[src/rtl/perf_mmio_responder_pkg.sv]
// Shared LC-3b types for the performance-counter MMIO responder.
package lc3b_types;

  typedef logic [15:0] lc3b_word;

  localparam lc3b_word PERF_BASE    = 16'hFF00;
  localparam int       PERF_MAX_CTR = 16;

  localparam int CTRL_EN_BIT     = 0;
  localparam int CTRL_FREEZE_BIT = 1;
  localparam int CTRL_CLEAR_BIT  = 15;

  typedef enum logic [1:0] {
    IDLE = 2'd0,
    RESP = 2'd1,
    DONE = 2'd2
  } perf_state_t;

  // Software-visible CTRL word; the clear bit is a command and always reads 0.
  function automatic lc3b_word perf_ctrl_word(input logic en, input logic freeze);
    return {14'h0000, freeze, en};
  endfunction

endpackage

[src/rtl/perf_sat_counter.sv]
// 16-bit event counter that saturates at all-ones and flags the lost increment.
module perf_sat_counter
  import lc3b_types::*;
(
  input  logic     clk,
  input  logic     reset,
  input  logic     clear,
  input  logic     hold,
  input  logic     inc,
  output lc3b_word count,
  output logic     ovf
);

  lc3b_word count_r;
  logic     ovf_r;

  // Count register with clear over increment; overflow is sticky until cleared.
  always_ff @(posedge clk) begin
    if (reset) begin
      count_r <= 16'h0000;
      ovf_r   <= 1'b0;
    end else if (clear) begin
      count_r <= 16'h0000;
      ovf_r   <= 1'b0;
    end else if (inc && !hold) begin
      if (count_r == 16'hFFFF) begin
        ovf_r <= 1'b1;
      end else begin
        count_r <= count_r + 16'h0001;
      end
    end
  end

  assign count = count_r;
  assign ovf   = ovf_r;

endmodule

[src/rtl/perf_mmio_responder.sv]
// MMIO responder exposing a bank of saturating event counters plus CTRL/OVF
// registers over the LC-3b data-memory handshake.
module perf_mmio_responder
  import lc3b_types::*;
#(
  parameter int       NUM_CTR   = 8,
  parameter lc3b_word BASE_ADDR = PERF_BASE
) (
  input  logic               clk,
  input  logic               reset,
  input  logic [NUM_CTR-1:0] event_in,
  input  lc3b_word           mem_address,
  input  logic               mem_read,
  input  logic               mem_write,
  input  lc3b_word           mem_wdata,
  input  logic [1:0]         mem_byte_enable,
  output logic               mem_resp,
  output lc3b_word           mem_rdata,
  output logic               sel
);

  localparam logic [16:0] WIN_LEN  = 17'(2 * NUM_CTR + 4);
  localparam logic [4:0]  CTRL_IDX = 5'(NUM_CTR);
  localparam logic [4:0]  OVF_IDX  = 5'(NUM_CTR + 1);

  perf_state_t state_r, state_next_s;

  logic [16:0] offset_s;
  logic        in_win_s;
  logic        req_s;
  logic [4:0]  word_idx_s;
  lc3b_word    rd_val_s;

  lc3b_word          ctr_s [PERF_MAX_CTR];
  logic [15:0]       ovf_s;
  logic              en_r, freeze_r;
  logic              hold_s, clear_s, ctrl_commit_s;

  logic              we_r;
  logic [4:0]        idx_r;
  logic              wd_en_r, wd_frz_r, wd_clr_r;
  logic [1:0]        be_r;

  logic              latch_s, commit_s, resp_next_s;
  lc3b_word          rdata_next_s;
  logic              resp_r;
  lc3b_word          rdata_r;

  // 17-bit difference so addresses below the base show up as a borrow.
  assign offset_s   = {1'b0, mem_address} - {1'b0, BASE_ADDR};
  assign in_win_s   = !offset_s[16] && (offset_s < WIN_LEN);
  assign word_idx_s = offset_s[5:1];
  assign req_s      = (mem_read || mem_write) && in_win_s;
  assign sel        = req_s;

  assign hold_s        = !en_r || freeze_r;
  assign ctrl_commit_s = commit_s && (idx_r == CTRL_IDX);
  assign clear_s       = ctrl_commit_s && be_r[1] && wd_clr_r;

  // Unused slots are tied off so the read mux can index a fixed 16-entry bank.
  for (genvar i = 0; i < PERF_MAX_CTR; i++) begin : g_ctr
    if (i < NUM_CTR) begin : g_live
      perf_sat_counter u_ctr (
        .clk   (clk),
        .reset (reset),
        .clear (clear_s),
        .hold  (hold_s),
        .inc   (event_in[i]),
        .count (ctr_s[i]),
        .ovf   (ovf_s[i])
      );
    end else begin : g_tie
      assign ctr_s[i] = 16'h0000;
      assign ovf_s[i] = 1'b0;
    end
  end

  // Read mux over counters, CTRL and OVF.
  always_comb begin
    rd_val_s = 16'h0000;
    if (word_idx_s < CTRL_IDX) begin
      rd_val_s = ctr_s[word_idx_s[3:0]];
    end else if (word_idx_s == CTRL_IDX) begin
      rd_val_s = perf_ctrl_word(en_r, freeze_r);
    end else if (word_idx_s == OVF_IDX) begin
      rd_val_s = ovf_s;
    end else begin
      rd_val_s = 16'h0000;
    end
  end

  // FSM state register.
  always_ff @(posedge clk) begin
    if (reset) begin
      state_r <= IDLE;
    end else begin
      state_r <= state_next_s;
    end
  end

  // FSM next-state logic.
  always_comb begin
    state_next_s = state_r;
    case (state_r)
      IDLE:    state_next_s = req_s ? RESP : IDLE;
      RESP:    state_next_s = DONE;
      DONE:    state_next_s = IDLE;
      default: state_next_s = IDLE;
    endcase
  end

  // FSM outputs: accept in IDLE, commit the latched write at the end of RESP.
  always_comb begin
    latch_s      = 1'b0;
    resp_next_s  = 1'b0;
    rdata_next_s = 16'h0000;
    commit_s     = 1'b0;
    case (state_r)
      IDLE: begin
        if (req_s) begin
          latch_s      = 1'b1;
          resp_next_s  = 1'b1;
          rdata_next_s = mem_write ? 16'h0000 : rd_val_s;
        end else begin
          latch_s     = 1'b0;
          resp_next_s = 1'b0;
        end
      end
      RESP:    commit_s = we_r;
      DONE:    commit_s = 1'b0;
      default: commit_s = 1'b0;
    endcase
  end

  // Request capture; only the CTRL bits that matter are kept.
  always_ff @(posedge clk) begin
    if (reset) begin
      we_r     <= 1'b0;
      idx_r    <= 5'd0;
      wd_en_r  <= 1'b0;
      wd_frz_r <= 1'b0;
      wd_clr_r <= 1'b0;
      be_r     <= 2'b00;
    end else if (latch_s) begin
      we_r     <= mem_write;
      idx_r    <= word_idx_s;
      wd_en_r  <= mem_wdata[CTRL_EN_BIT];
      wd_frz_r <= mem_wdata[CTRL_FREEZE_BIT];
      wd_clr_r <= mem_wdata[CTRL_CLEAR_BIT];
      be_r     <= mem_byte_enable;
    end
  end

  // CTRL enable/freeze bits, gated by the low byte lane.
  always_ff @(posedge clk) begin
    if (reset) begin
      en_r     <= 1'b1;
      freeze_r <= 1'b0;
    end else if (ctrl_commit_s && be_r[0]) begin
      en_r     <= wd_en_r;
      freeze_r <= wd_frz_r;
    end
  end

  // Response registers.
  always_ff @(posedge clk) begin
    if (reset) begin
      resp_r  <= 1'b0;
      rdata_r <= 16'h0000;
    end else begin
      resp_r  <= resp_next_s;
      rdata_r <= rdata_next_s;
    end
  end

  // Reset raised during RESP must suppress the completion that is already registered.
  assign mem_resp  = resp_r && !reset;
  assign mem_rdata = reset ? 16'h0000 : rdata_r;

endmodule

[config.mk]
export PLATFORM = sky130hd
export DESIGN_NAME = perf_mmio_responder
export DESIGN_NICKNAME = d
export VERILOG_FILES = /design/src/rtl/perf_mmio_responder_pkg.sv /design/src/rtl/perf_sat_counter.sv /design/src/rtl/perf_mmio_responder.sv
export SDC_FILE = /design/constraint.sdc
export NUM_CORES = 1
export LEC_CHECK = 0
export BUFFER_PORTS_ARGS = -buffer_cell sky130_fd_sc_hd__buf_2
export CAP_MARGIN = 20
export CORE_MARGIN = 5
export CORE_UTILIZATION = 60
export CTS_CLUSTER_DIAMETER = 30
export DETAILED_ROUTE_END_ITERATION = 10
export PLACE_DENSITY_LB_ADDON = 0.25
export SLEW_MARGIN = 15
export SYNTH_ARGS = -nofsm -noshare
export SYNTH_HDL_FRONTEND = slang
export SYNTH_SLANG_ARGS = --single-unit
[constraint.sdc]
create_clock -name clk -period 5.2 [get_ports clk]
set_clock_uncertainty 0.05 [all_clocks]
set_input_delay 0.78 -clock clk [delete_from_list [all_inputs] [get_ports clk]]
set_output_delay 0.78 -clock clk [all_outputs]
set_load 0.005 [all_outputs]
==> impl_results.md <==
* Run status: complete, no violations
* Cell Int Power at 2.09 mW
* Die Y at 134 um
* Worst Path Class, Setup: in2out
* Area taken by multi-input logic gates at 0.00558 mm^2
* Via count of the first global-routing pass at 7781
* Core Rows at 45
* Detailed Place HPWL at 17400 um
* Simple-Gate Fraction of Synth Area at 28.5%
* Final worst-path cycle share at 62.9%
* Post-synthesis adder-cell area fraction at 1.22%
* Cell taking the most area after synthesis: sky130_fd_sc_hd__dfxtp_1
* RSZ-0062 raised after global routing: false
* TritonCTS clock tree: done
* Cell Count, Final, Fillers Out at 1264
* I/O Pins at 64
* Synthesized area per cell at 8.78 um^2
* Nets in the synthesized netlist at 1102
* Hold slack final at 401 ps
* Async SR Flop Fraction at 0%
* Largest net degree at the start of global routing at 71
* Count of mapped cells out of synthesis at 1047
* Hold path startpoint: g_ctr[5].g_live.u_ctr.ovf
* Reg2Reg Depth at 4
* Global router's overall resource usage at 28.3%
* First element of the critical path: mem_address[8]
* Worst hold stages at 2
* Actual transition at the worst max-transition pin at 1010 ps
* Routed Wire Length at 25200 um
* Critical path endpoint category: output port
* Most common flop cell mapped by yosys: sky130_fd_sc_hd__dfxtp_1
* Setup TNS Final at 0 ps
* Number of failing hold endpoints at the final stage at 0
* Count of cell types in the netlist at 60
* Per-cell routed wire length at 20.0 um
* Number of post-CTS setup repair buffers at 0
* Remaining antenna violation count at 0
* Maximum buffer depth of the clock tree at 2
* Share of synthesized area spent on multiplexers at 11.0%
* Internal reg-to-reg setup slack at 2270 ps
* Fraction of final layout cells with drive strength greater than 1 at 13.3%
* Class of the tightest hold or removal check: reg2reg
* Die area at 0.0179 mm^2
* Combinational cell fraction of total power at 4.8%
* EDFF count, synth at 0
* Storage cell area at 0.00334 mm^2
* Total congestion overflow after global routing at 0
* Clock Latency Late Sink at 440 ps
* Relative max-transition margin at 32.6%
* Startpoint type of the worst setup path: primary input
* Residual DRC count at 0
* Initial core utilization at 60.9%
* Parity-gate share of the synthesized area counting xor and xnor cells at 0.0953%
* Antenna cell count at 0
* Total power after layout at 2.73 mW
* Max-cap check violation count at 0
* Horizontal die dimension at 134 um
* Setup-failing EPs final at 0
* Antenna violations before repair at 0
* Number of buffers added to fix hold violations after cts at 0
* Leak Pwr at 3.11 nW
* Largest fanout of any net on the critical path at 14
* Fraction of power spent switching nets at 23.4%
* Total clock sinks at 167
* Synth Register Bits at 167
* Final Max Tran Viols at 0
* Worst path arrival time at 2440 ps
* Post-synthesis to final-layout area growth at 10.3%
* Required time of the worst setup path at 4370 ps
* Clock H-tree levels at 4
* Hold endpoint: rdata_r[5]
* Number of resized instances in the post-cts repair step at 0
* Worst flop-to-flop path endpoint: g_ctr[3].g_live.u_ctr.count[11]
* Wire length of the first global-routing pass at 40800 um
* Area inside the core boundary at 0.0151 mm^2
* Max Freq at 306 MHz
* Number of DRC markers after the initial detailed-route iteration at 955
* Total power per unit cell area at 269 mW/mm^2
* Total instance count after detailed placement at 1232
* Reg2Reg Launch Point: en_r
* Number of fill cells in the layout at 1194
* Clock root buffer master: sky130_fd_sc_hd__clkbuf_16
* Global placement routability congestion at 0.902
* Total vias in the final route at 8852
* Final critical path time including I/O delays and setup at 3270 ps
* Count of buffers from port buffering at 49
* Synth Cell Area at 0.00920 mm^2
* Area fraction of the dominant cell type after synthesis at 36.4%
* Compound-gate portion of the synthesized area at 19.3%
* Final net count at 1118
* Number of vias per cell after detailed routing at 7.00
* VDD IR max at 0.234 mV
* Ranking of synthesized cells by area: sky130_fd_sc_hd__dfxtp_1 (36%), sky130_fd_sc_hd__mux4_2 (7.8%), sky130_fd_sc_hd__a21oi_1 (6.0%), sky130_fd_sc_hd__or4_1 (5.0%), sky130_fd_sc_hd__o31ai_1 (4.0%)
* Setup WS post-layout at 1930 ps
* Number of CTS-inserted buffers at 17
* Power spent charging and discharging nets at 0.639 mW
* Clock transition at the register clock pins on the worst setup and hold paths after CTS at 60 ps
* Worst setup slack after placement at 1930 ps
* Main combinational cell family by area after synthesis: simple AND/OR/NAND/NOR gates
* Share of the yosys chip area belonging to registers at 36.4%
* First-pass DRT Iterations at 5
* Flop pwr share at 47.9%
* Number of warning messages in the yosys log at 0
* Clock share of power at 47.3%
[critical path, cell delays in order]
cell,delay (ps)
sky130_fd_sc_hd__buf_2,110
sky130_fd_sc_hd__ha_1,280
sky130_fd_sc_hd__or3_4,390
sky130_fd_sc_hd__or4_4,580
sky130_fd_sc_hd__nor3_1,160
sky130_fd_sc_hd__buf_2,140
[registers in the layout, summed over array words and instances, names as in the netlist, 2 cells and up]
name	flops
rdata_r	16
be_r	2
idx_r	5
g_ctr.g_live.u_ctr.ovf	8
g_ctr.g_live.u_ctr.count	128
[routing by layer]
layer	track usage [%]	routed length, um
met5	0	0
met4	10.1	690
met3	5.89	2140
met2	42.7	11200
met1	40.4	11200
[stage by stage]
step / utilization, % / cell area, um^2
2_1_floorplan: - / 9200
6_report: 67.2 / 10100
5_1_grt: 67.2 / 10100
3_5_place_dp: 63.2 / 9540
3_3_place_gp: 63.1 / 9520
4_1_cts: 67.2 / 10100
[cell usage after synthesis, types with 9 or more instances]
cell and count:
sky130_fd_sc_hd__ha_1 9, sky130_fd_sc_hd__nor4_1 16, sky130_fd_sc_hd__mux4_2 32, sky130_fd_sc_hd__o21a_1 13, sky130_fd_sc_hd__inv_1 19, sky130_fd_sc_hd__nand3_1 49
sky130_fd_sc_hd__dfxtp_1 167, sky130_fd_sc_hd__and3_1 9, sky130_fd_sc_hd__a21oi_1 111, sky130_fd_sc_hd__or3_1 26, sky130_fd_sc_hd__nand2_1 82, sky130_fd_sc_hd__and4_1 13
sky130_fd_sc_hd__clkbuf_1 46, sky130_fd_sc_hd__nor2b_1 19, sky130_fd_sc_hd__a211oi_1 9, sky130_fd_sc_hd__nand2b_1 15, sky130_fd_sc_hd__nor3_1 28, sky130_fd_sc_hd__o31ai_1 49
sky130_fd_sc_hd__o21ai_0 47, sky130_fd_sc_hd__buf_1 11, sky130_fd_sc_hd__nand4_1 52, sky130_fd_sc_hd__mux2i_1 27, sky130_fd_sc_hd__nor2_1 27, sky130_fd_sc_hd__or4_1 61
sky130_fd_sc_hd__o41ai_1 10
[how the worst max path moves through the flow]
stage,to,slack (ps),cells past startpoint
after floorplan,sel,2070,5
after global placement,sel,1940,6
after detailed placement,sel,1930,6
after CTS,sel,1930,6
after global routing,sel,1870,6
final,sel,1930,6
[layout by cell type, fill, tap and decap left out, types with 17 or more instances in the layout]
master	instances
sky130_fd_sc_hd__dfxtp_1	167
sky130_fd_sc_hd__a21oi_1	111
sky130_fd_sc_hd__nand2_1	82
sky130_fd_sc_hd__or4_1	61
sky130_fd_sc_hd__nand4_1	52
sky130_fd_sc_hd__nand3_1	49
sky130_fd_sc_hd__o31ai_1	49
sky130_fd_sc_hd__buf_2	49
sky130_fd_sc_hd__o21ai_0	47
sky130_fd_sc_hd__mux4_2	32
sky130_fd_sc_hd__nor3_1	28
sky130_fd_sc_hd__nor2_1	27
sky130_fd_sc_hd__mux2i_1	27
sky130_fd_sc_hd__or3_1	26
sky130_fd_sc_hd__nor2b_1	19
sky130_fd_sc_hd__inv_1	19
sky130_fd_sc_hd__clkbuf_16	17
[cell families (layout without fill, tap and decap cells)]
| kind of cell | after synthesis | count (layout) |
|---|---|---|
| compound gates | 282 | 282 |
| fa+ha+maj | 9 | 9 |
| flops | 167 | 167 |
| mux | 61 | 61 |
| simple gates | 446 | 446 |
| xor+xnor | 1 | 1 |
| buf+inv | 81 | 110 |
[power by group through the flow]
stage | Sequential (mW) | Clock, mW | Combinational [mW]
floorplan | 1.33 | 0 | 0.0930
global placement | 1.34 | 0 | 0.126
detailed placement | 1.34 | 0 | 0.128
CTS | 1.31 | 1.30 | 0.129
global route | 1.31 | 1.36 | 0.143
finish | 1.31 | 1.29 | 0.130
[area by class of cell]
class	count	share of cell area, %
multi-input cells	799	55.0
flip-flops and latches	167	33.0
clock buffers	23	4.71
repair buffers	59	3.16
well taps	188	2.32
clock inverters	9	1.16
inverters	19	0.703
Power figures use the tool's default switching activity.
